==> config.mk <==
export PLATFORM = sky130hd
export DESIGN_NAME = regfile_wb_arbiter
export DESIGN_NICKNAME = d
export VERILOG_FILES = /design/src/rtl/sp_pkg.sv /design/src/rtl/rr_arbiter.sv /design/src/rtl/regfile_wb_arbiter.sv
export SDC_FILE = /design/constraint.sdc
export NUM_CORES = 1
export LEC_CHECK = 0
export CORE_MARGIN = 3
export CORE_UTILIZATION = 41
export CTS_BUF_LIST = sky130_fd_sc_hd__clkbuf_16
export DETAILED_ROUTE_END_ITERATION = 10
export PLACE_DENSITY = 0.85
export SLEW_MARGIN = 30
export SYNTH_ARGS = -nofsm -noshare
export SYNTH_HDL_FRONTEND = slang
export SYNTH_SLANG_ARGS = --single-unit
==> constraint.sdc <==
create_clock -name clk_i -period 2.9 [get_ports clk_i]
set_input_delay 0.58 -clock clk_i [delete_from_list [all_inputs] [get_ports clk_i]]
set_output_delay 0.58 -clock clk_i [all_outputs]
set_load 0.1 [all_outputs]
==> src/rtl/sp_pkg.sv <==
// rtl/sp_pkg.sv - shared widths and write-back request types for the register file write-back path.
package sp_pkg;

  localparam int REG_ADDR_WIDTH = 5;
  localparam int XLEN           = 32;
  localparam int NUM_WB_REQ     = 3;

  typedef struct packed {
    logic [REG_ADDR_WIDTH-1:0] addr;
    logic [XLEN-1:0]           data;
  } wb_req_t;

  typedef logic [$clog2(NUM_WB_REQ)-1:0] wb_idx_t;

endpackage

==> src/rtl/rr_arbiter.sv <==
// rtl/rr_arbiter.sv - round-robin arbiter: pointer register plus one-hot grant search with wrap.
module rr_arbiter #(
  parameter  int N  = 3,
  localparam int IW = (N > 1) ? $clog2(N) : 1
) (
  input  logic          clk_i,
  input  logic          rst_i,
  input  logic [N-1:0]  req_i,
  input  logic          advance_i,
  output logic [N-1:0]  grant_o,
  output logic [IW-1:0] grant_idx_o
);

  logic [IW-1:0] ptr_q, ptr_d;
  logic [IW:0]   cand;
  logic          found;

  // Search starts at the pointer and wraps, so the most recently served requester goes last.
  always_comb begin
    grant_o     = '0;
    grant_idx_o = '0;
    found       = 1'b0;
    cand        = '0;
    for (int k = 0; k < N; k++) begin
      cand = {1'b0, ptr_q} + (IW+1)'(k);
      if (cand >= (IW+1)'(N)) begin
        cand = cand - (IW+1)'(N);
      end
      if (!found && req_i[cand[IW-1:0]]) begin
        found                     = 1'b1;
        grant_o[cand[IW-1:0]]     = 1'b1;
        grant_idx_o               = cand[IW-1:0];
      end
    end
  end

  always_comb begin
    ptr_d = ptr_q;
    if (advance_i) begin
      ptr_d = (grant_idx_o == IW'(N-1)) ? '0 : grant_idx_o + IW'(1);
    end
  end

  always_ff @(posedge clk_i) begin
    if (rst_i) begin
      ptr_q <= '0;
    end else begin
      ptr_q <= ptr_d;
    end
  end

endmodule

==> src/rtl/regfile_wb_arbiter.sv <==
// rtl/regfile_wb_arbiter.sv - shares the register file write port among requesters; RF_WB_STATS_EN adds grant counters.
module regfile_wb_arbiter
  import sp_pkg::*;
#(
  parameter  int NUM_WB_REQ = sp_pkg::NUM_WB_REQ,
  localparam int IW         = (NUM_WB_REQ > 1) ? $clog2(NUM_WB_REQ) : 1
) (
  input  logic                                       clk_i,
  input  logic                                       rst_i,
  input  logic [NUM_WB_REQ-1:0]                      req_valid_i,
  output logic [NUM_WB_REQ-1:0]                      req_ready_o,
  input  logic [NUM_WB_REQ-1:0][REG_ADDR_WIDTH-1:0]  req_addr_i,
  input  logic [NUM_WB_REQ-1:0][XLEN-1:0]            req_data_i,
  input  logic                                       hold_i,
`ifdef RF_WB_STATS_EN
  output logic [NUM_WB_REQ-1:0][15:0]                grant_cnt_o,
`endif
  output logic                                       wr_en_o,
  output logic [REG_ADDR_WIDTH-1:0]                  wr_addr_o,
  output logic [XLEN-1:0]                            wr_data_o,
  output logic [IW-1:0]                              grant_idx_o
);

  logic [NUM_WB_REQ-1:0] req_eff;
  logic [IW-1:0]         arb_idx;
  logic                  transfer;

  wb_req_t       stage_q, stage_d;
  logic          wr_en_q, wr_en_d;
  logic [IW-1:0] idx_q, idx_d;

  // Reset also masks requests so nothing is acknowledged while the stage is being cleared.
  assign req_eff  = (hold_i || rst_i) ? '0 : req_valid_i;
  assign transfer = |req_ready_o;

  rr_arbiter #(.N(NUM_WB_REQ)) u_arb (
    .clk_i       (clk_i),
    .rst_i       (rst_i),
    .req_i       (req_eff),
    .advance_i   (transfer),
    .grant_o     (req_ready_o),
    .grant_idx_o (arb_idx)
  );

  always_comb begin
    stage_d = stage_q;
    idx_d   = idx_q;
    wr_en_d = 1'b0;
    if (transfer) begin
      stage_d.addr = req_addr_i[arb_idx];
      stage_d.data = req_data_i[arb_idx];
      idx_d        = arb_idx;
      wr_en_d      = (req_addr_i[arb_idx] != '0);
    end
  end

  always_ff @(posedge clk_i) begin
    if (rst_i) begin
      stage_q <= '0;
      idx_q   <= '0;
      wr_en_q <= 1'b0;
    end else begin
      stage_q <= stage_d;
      idx_q   <= idx_d;
      wr_en_q <= wr_en_d;
    end
  end

  assign wr_en_o     = wr_en_q;
  assign wr_addr_o   = stage_q.addr;
  assign wr_data_o   = stage_q.data;
  assign grant_idx_o = idx_q;

`ifdef RF_WB_STATS_EN
  logic [NUM_WB_REQ-1:0][15:0] cnt_q;

  // Register-0 transfers count too; each counter saturates at all-ones.
  always_ff @(posedge clk_i) begin
    if (rst_i) begin
      cnt_q <= '0;
    end else begin
      for (int i = 0; i < NUM_WB_REQ; i++) begin
        if (req_ready_o[i] && (cnt_q[i] != 16'hFFFF)) begin
          cnt_q[i] <= cnt_q[i] + 16'd1;
        end
      end
    end
  end

  assign grant_cnt_o = cnt_q;
`endif

endmodule

* Word-level counts from Yosys, hierarchy flattened
Index checks and enable logic that the tools add are counted. Widths: inputs -> output; s select.
Storage, ports and cells: bits in registers 42, latch bits 0, memory bits (writable) 0, ROM bits 0, output and inout bits 43, logic and storage cells 65, memories kept 0
Operators by class: add/subtract/negate cells 6, multipliers 0, div/mod/pow operators 0, magnitude comparators 10, equality and inequality tests 1, shifts and indexed selects 0, muxes and demuxes 29, bitwise logic cells 3, reductions and logical operators 11
Operators by type and width (number):
- $bmux 32 s2 | 1
- $mux 32 | 1
- $mux 2 | 7
- $lt 2x3->1 const B | 4
- $mux 3 | 4
- $bmux 5 s2 | 1
- $mux 1 | 8
- $bmux 1 s2 | 3
- $demux 1 s2 | 3
- $ge 2x1->1 const B | 3
- $ge 3x2->1 const B | 2
- $or 3x3->3 | 2
- $sub 2x2->2 const B | 3
- $logic_and 1x1->1 | 5
- $mux 5 | 1
- $reduce_bool 5->1 | 1
- $add 2x1->3 const B | 1
- $add 2x2->3 const B | 1
- $reduce_or 3->1 | 1
- $add 2x1->2 const B | 1
- $eq 2x2->1 const B | 1
- $ge 2x2->1 const B | 1
- $logic_not 1->1 | 2
- $reduce_or 2->1 | 1
- 2 further kinds | 2

* Depth between registers and ports, before layout
depth in word-level cells 14, depth in mapped cells 12, depth with buffers taken out 9

* Cells and area by module
A second synthesis with hierarchy kept.
Second synthesis, totals: cells, all modules 307, area, all modules 2685.1 µm²
By module, submodules not included:
- regfile_wb_arbiter | instances 1, cells each 261, area an instance 2319.7 µm²
- rr_arbiter | instances 1, cells each 46, area an instance 365.4 µm²

* Worst setup path before layout
No wires, ideal clock.
path kind reg-to-output, from register u_arb.ptr_q[0], to output req_ready_o[2], data arrival time 2216 ps, required time 2320 ps, path slack 104 ps, cell stages (with the launch flop) 7, cells stage by stage dfxtp_1 inv_1 ha_1 inv_2 o41ai_1 a32o_1 and2_1
On the way: word-level cells in the longest chain between the ends 11
Ends and longest elaborated chain:
- from (decl) | line rr_arbiter.sv:14 | logic [IW-1:0] ptr_q, ptr_d;
- from (signal assigned) | line rr_arbiter.sv:48 | ptr_q <= ptr_d;
- $add 2x1->3 (tied with other cells) | line rr_arbiter.sv:25 | cand = {1'b0, ptr_q} + (IW+1)'(k);
- $ge 3x2->1 (tied with other cells) | line rr_arbiter.sv:26 | if (cand >= (IW+1)'(N)) begin
- $mux 2 (tied with other cells) | line rr_arbiter.sv:26
- $lt 2x3->1 (not written as such) (tied with other cells) | line rr_arbiter.sv:31 | grant_o[cand[IW-1:0]] = 1'b1;
- $logic_and 1x1->1 (not written as such) (tied with other cells) | line rr_arbiter.sv:31
- $mux 1 (not written as such) (tied with other cells) | line rr_arbiter.sv:31
- $demux 1 s2 (tied with other cells)
- $or 3x3->3 (no line) / $mux 1 (equally long branches)
- $mux 3 / $logic_not 1->1 (equally long branches) | line rr_arbiter.sv:29 | if (!found && req_i[cand[IW-1:0]]) begin
- $or 3x3->3 (no line) / $logic_and 1x1->1 (equally long branches)
- $mux 3 (*) | line rr_arbiter.sv:29
- to (decl) | line regfile_wb_arbiter.sv:11 | output logic [NUM_WB_REQ-1:0] req_ready_o,
Every way passes the cells marked *; elsewhere a longest branch is shown, timed or not. The select of a mux whose other input is x is not followed.

* Worst setup path in the final report
from input req_valid_i[0], to output req_ready_o[0]
On the way: word-level cells in the longest chain between the ends 10
Ends and longest elaborated chain:
- from (decl) | line regfile_wb_arbiter.sv:10 | input logic [NUM_WB_REQ-1:0] req_valid_i,
- $mux 3 (*) | line regfile_wb_arbiter.sv:33 | assign req_eff = (hold_i || rst_i) ? '0 : req_valid_i;
- $bmux 1 s2 | line rr_arbiter.sv:29
- $mux 1 (not written as such) | line rr_arbiter.sv:29
- $mux 1 | line rr_arbiter.sv:29
- $logic_not 1->1 | line rr_arbiter.sv:29
- $logic_and 1x1->1 | line rr_arbiter.sv:29
- $mux 1 | line rr_arbiter.sv:29
- $logic_not 1->1 | line rr_arbiter.sv:29
- $logic_and 1x1->1 | line rr_arbiter.sv:29
- $mux 3 (*) | line rr_arbiter.sv:29
Marked as above.

==> flow_summary.toml <==
[place]
place.gp.congestion = 0.847
port_buffers = 159
dp_hpwl_um = 8170

[worst_hold_path]
hold-path-endpoint = "grant_idx_o[1]"
min_from = "grant_idx_o[1]"
hold_depth = 2
hp-class = "flip-flop to flip-flop"

[cts]
post-cts-setup-buffers = 0
htreeDepth = 2
post_cts_resized = 0
insertion_delay_ns = 0.29
cts-root-buf = "clkbuf_16"
clk_pin_slew_ns = 0.06
cts_hold_buf = 0
cts_tree = "built"
cts.path.max_buffers = 2
cts_made_buffers = 5
cts_num_sinks = 42

[sta]
period_minus_slack_ns = 2.86
slew_headroom = 0.697
period_share = 0.988
skew_ns = 0.00453
grt_setup_unrepaired = "no"
fin_tns_setup_ns = 0
finalHoldViolCount = 0
finalMaxSlewViolations = 0
tightest_slew_ns = 0.454
setup_viol = 0
fmax_mhz = 349
whs_ns = 0.462

[run_status]
status = "complete, no violations"

[synthesis]
synth_xor_area_frac = 0
async_flop_share = 0
synth-adder-area-share = 0.0187
synth.avg_cell_area_um2 = 7.62
synth_edf_count = 0
yosysTopAreaCell = "dfxtp_1"
syn_nets = 542
synth_top_area_share = 0.262
synth_area_leaders = "dfxtp_1 (26%), o211ai_1 (24%), or2_2 (7.0%), a21oi_1 (6.7%), nand3_1 (6.4%)"
synth_compound_area_frac = 0.399
synth_top_family_by_area = "compound AO/OA/AOI/OAI gates"
ys_seq_elements = 42
synth_ff_type = "dfxtp_1"
synth-simple-area-share = 0.181
synth_commonest_cells = "o211ai_1 (102), a21oi_1 (43), dfxtp_1 (42)"
netlist_area_um2 = 3210
synth.area.mux_share = 0.0144
synth_most_common_cell = "o211ai_1"
synth_warnings = 0
synth.distinct_cells = 49
syn_inst = 421
yosysSeqAreaShare = 0.262

[power]
p_sw_mw = 0.723
clock_power_share = 0.302
powerDensity_nw_per_um2 = 404
p_int_mw = 1.32
leakage_nw = 1.88
totalPowerFinal_mw = 2.04
p_comb_frac = 0.388
p_sw_frac = 0.354
seqPwrFrac = 0.310
peakVddDrop_uv = 230

[cells_and_area]
final_nets = 684
diodes = 0
area_growth_pct = 57.7
drive_gt1_frac = 0.245
postLayoutCoreUtil = 0.683

[routing]
wl_per_cell_um = 16.6
dr.pass1.iters = 5
num_vias = 3769
first_iter_violations = 192
antenna_left = 0
wl_um = 11000
drc = 0
via_per_inst = 5.69

[floorplanning]
io_pins = 160
initial_core_util = 0.433
die_height_um = 94.4
coreArea_um2 = 7410
die_x_um = 94.4
num_rows = 31
die_area_um2 = 8920

[critical_path]
critical_path_class = "input port to primary output"
crit_path_start_kind = "input port"
r2r_slack_ns = 0.35
reg2reg_depth = 10
r2r-end = "wr_data_o[19]"
crit_path_end_kind = "primary output"
crit_chain = "clkdlybuf4s50_1, nor4bb_1, a31oi_1, o31a_1, a31o_2, clkinv_2, buf_12"
cpMaxStageDelayCell = "clkdlybuf4s50_1"
reg2reg_from = "u_arb.ptr_q[0]"
worst_ep_arrival_time_ns = 2.28
required_ns = 2.32
crit_fanout = 4
max_stage_delay_ns = 0.52

[grt]
grt_start_max_net_pins = 44
track_usage = 0.241
antenna_found_initial = 0
grt_pass1_wl_um = 17300
grt-ovfl-total = 0
first_global_vias = 3543

[flow_run]
drv_cap = 0
## worst max path at each step
| stage | cells past startpoint | from | end | slack, ns |
|---|---|---|---|---|
| CTS | 7 | u_arb.ptr_q[1] | req_ready_o[2] | 0.02 |
| floorplan | 6 | u_arb.ptr_q[0] | req_ready_o[2] | 0.10 |
| global route | 7 | req_valid_i[1] | req_ready_o[0] | 0.0005 |
| detailed placement | 9 | req_valid_i[0] | wr_data_o[19] | 0.02 |
| finish | 7 | req_valid_i[0] | req_ready_o[0] | 0.04 |
| global placement | 7 | req_valid_i[0] | req_ready_o[0] | 0.002 |
## power groups by stage
stage / Sequential, mW / Combinational (mW) / Clock [mW]
2_1_floorplan: 0.890 / 0.242 / 0
3_3_place_gp: 0.643 / 0.779 / 0
3_5_place_dp: 0.645 / 0.785 / 0
4_1_cts: 0.633 / 0.788 / 0.619
5_1_grt: 0.637 / 0.835 / 0.646
6_report: 0.633 / 0.793 / 0.618
## metrics by stage
step	setup slack [ns]	area, um^2	cells
after floorplan	0.104	3210	421
after global placement	0.00242	4880	655
after detailed placement	0.0165	4880	655
after CTS	0.0165	5040	662
after global routing	0.000536	5060	662
final	0.0359	5060	662
## flip-flops by register name (all words and copies together) (netlist names)
signal / count
grant_idx_o: 2
wr_data_o: 32
wr_en_o: 1
u_arb.ptr_q: 2
wr_addr_o: 5
## critical path: cells and delay by family
kind,cells,cell delay (ns)
AOI/OAI and AO/OA,3,0.62
buffers and inverters,3,0.78
and+or+nand+nor,1,0.30
## final cells by class
cell class	instances	area, um^2
fillers	599	2350
multi-input cells	286	2000
repair buffers	184	1770
flip-flops and latches	42	841
inverters	44	166
clock buffers	5	125
well taps	99	124
clock inverters	2	33.8
## cells by family after synthesis
family | Yosys count
compound gates | 175
simple gates | 102
buf+inv | 93
flops | 42
fa+ha+maj | 5
mux | 4
## layer usage
layer | track usage | vias up | wire length, um | share of wire
met2 | 0.416 | 153 | 5430 | 0.49
met3 | 0.0534 | 16 | 878 | 0.080
met1 | 0.303 | 1769 | 4530 | 0.41
li1 | - | 1831 | - | -
met5 | 0 | - | 0 | 0
met4 | 0.0614 | 0 | 153 | 0.014
## cell usage in the layout, fill, tap and decap left out, drive strengths merged, types with 4 or more instances in the layout
cell and n:
ha 4, dfxtp 42, inv 43, nor2b 4, o211ai 111, or2 36, nor2 4, nand2 4
clkdlybuf4s50 115, buf 69, a21oi 43, o21ai 5, nand3 41, clkbuf 5
(Power assumes the default switching activity.)
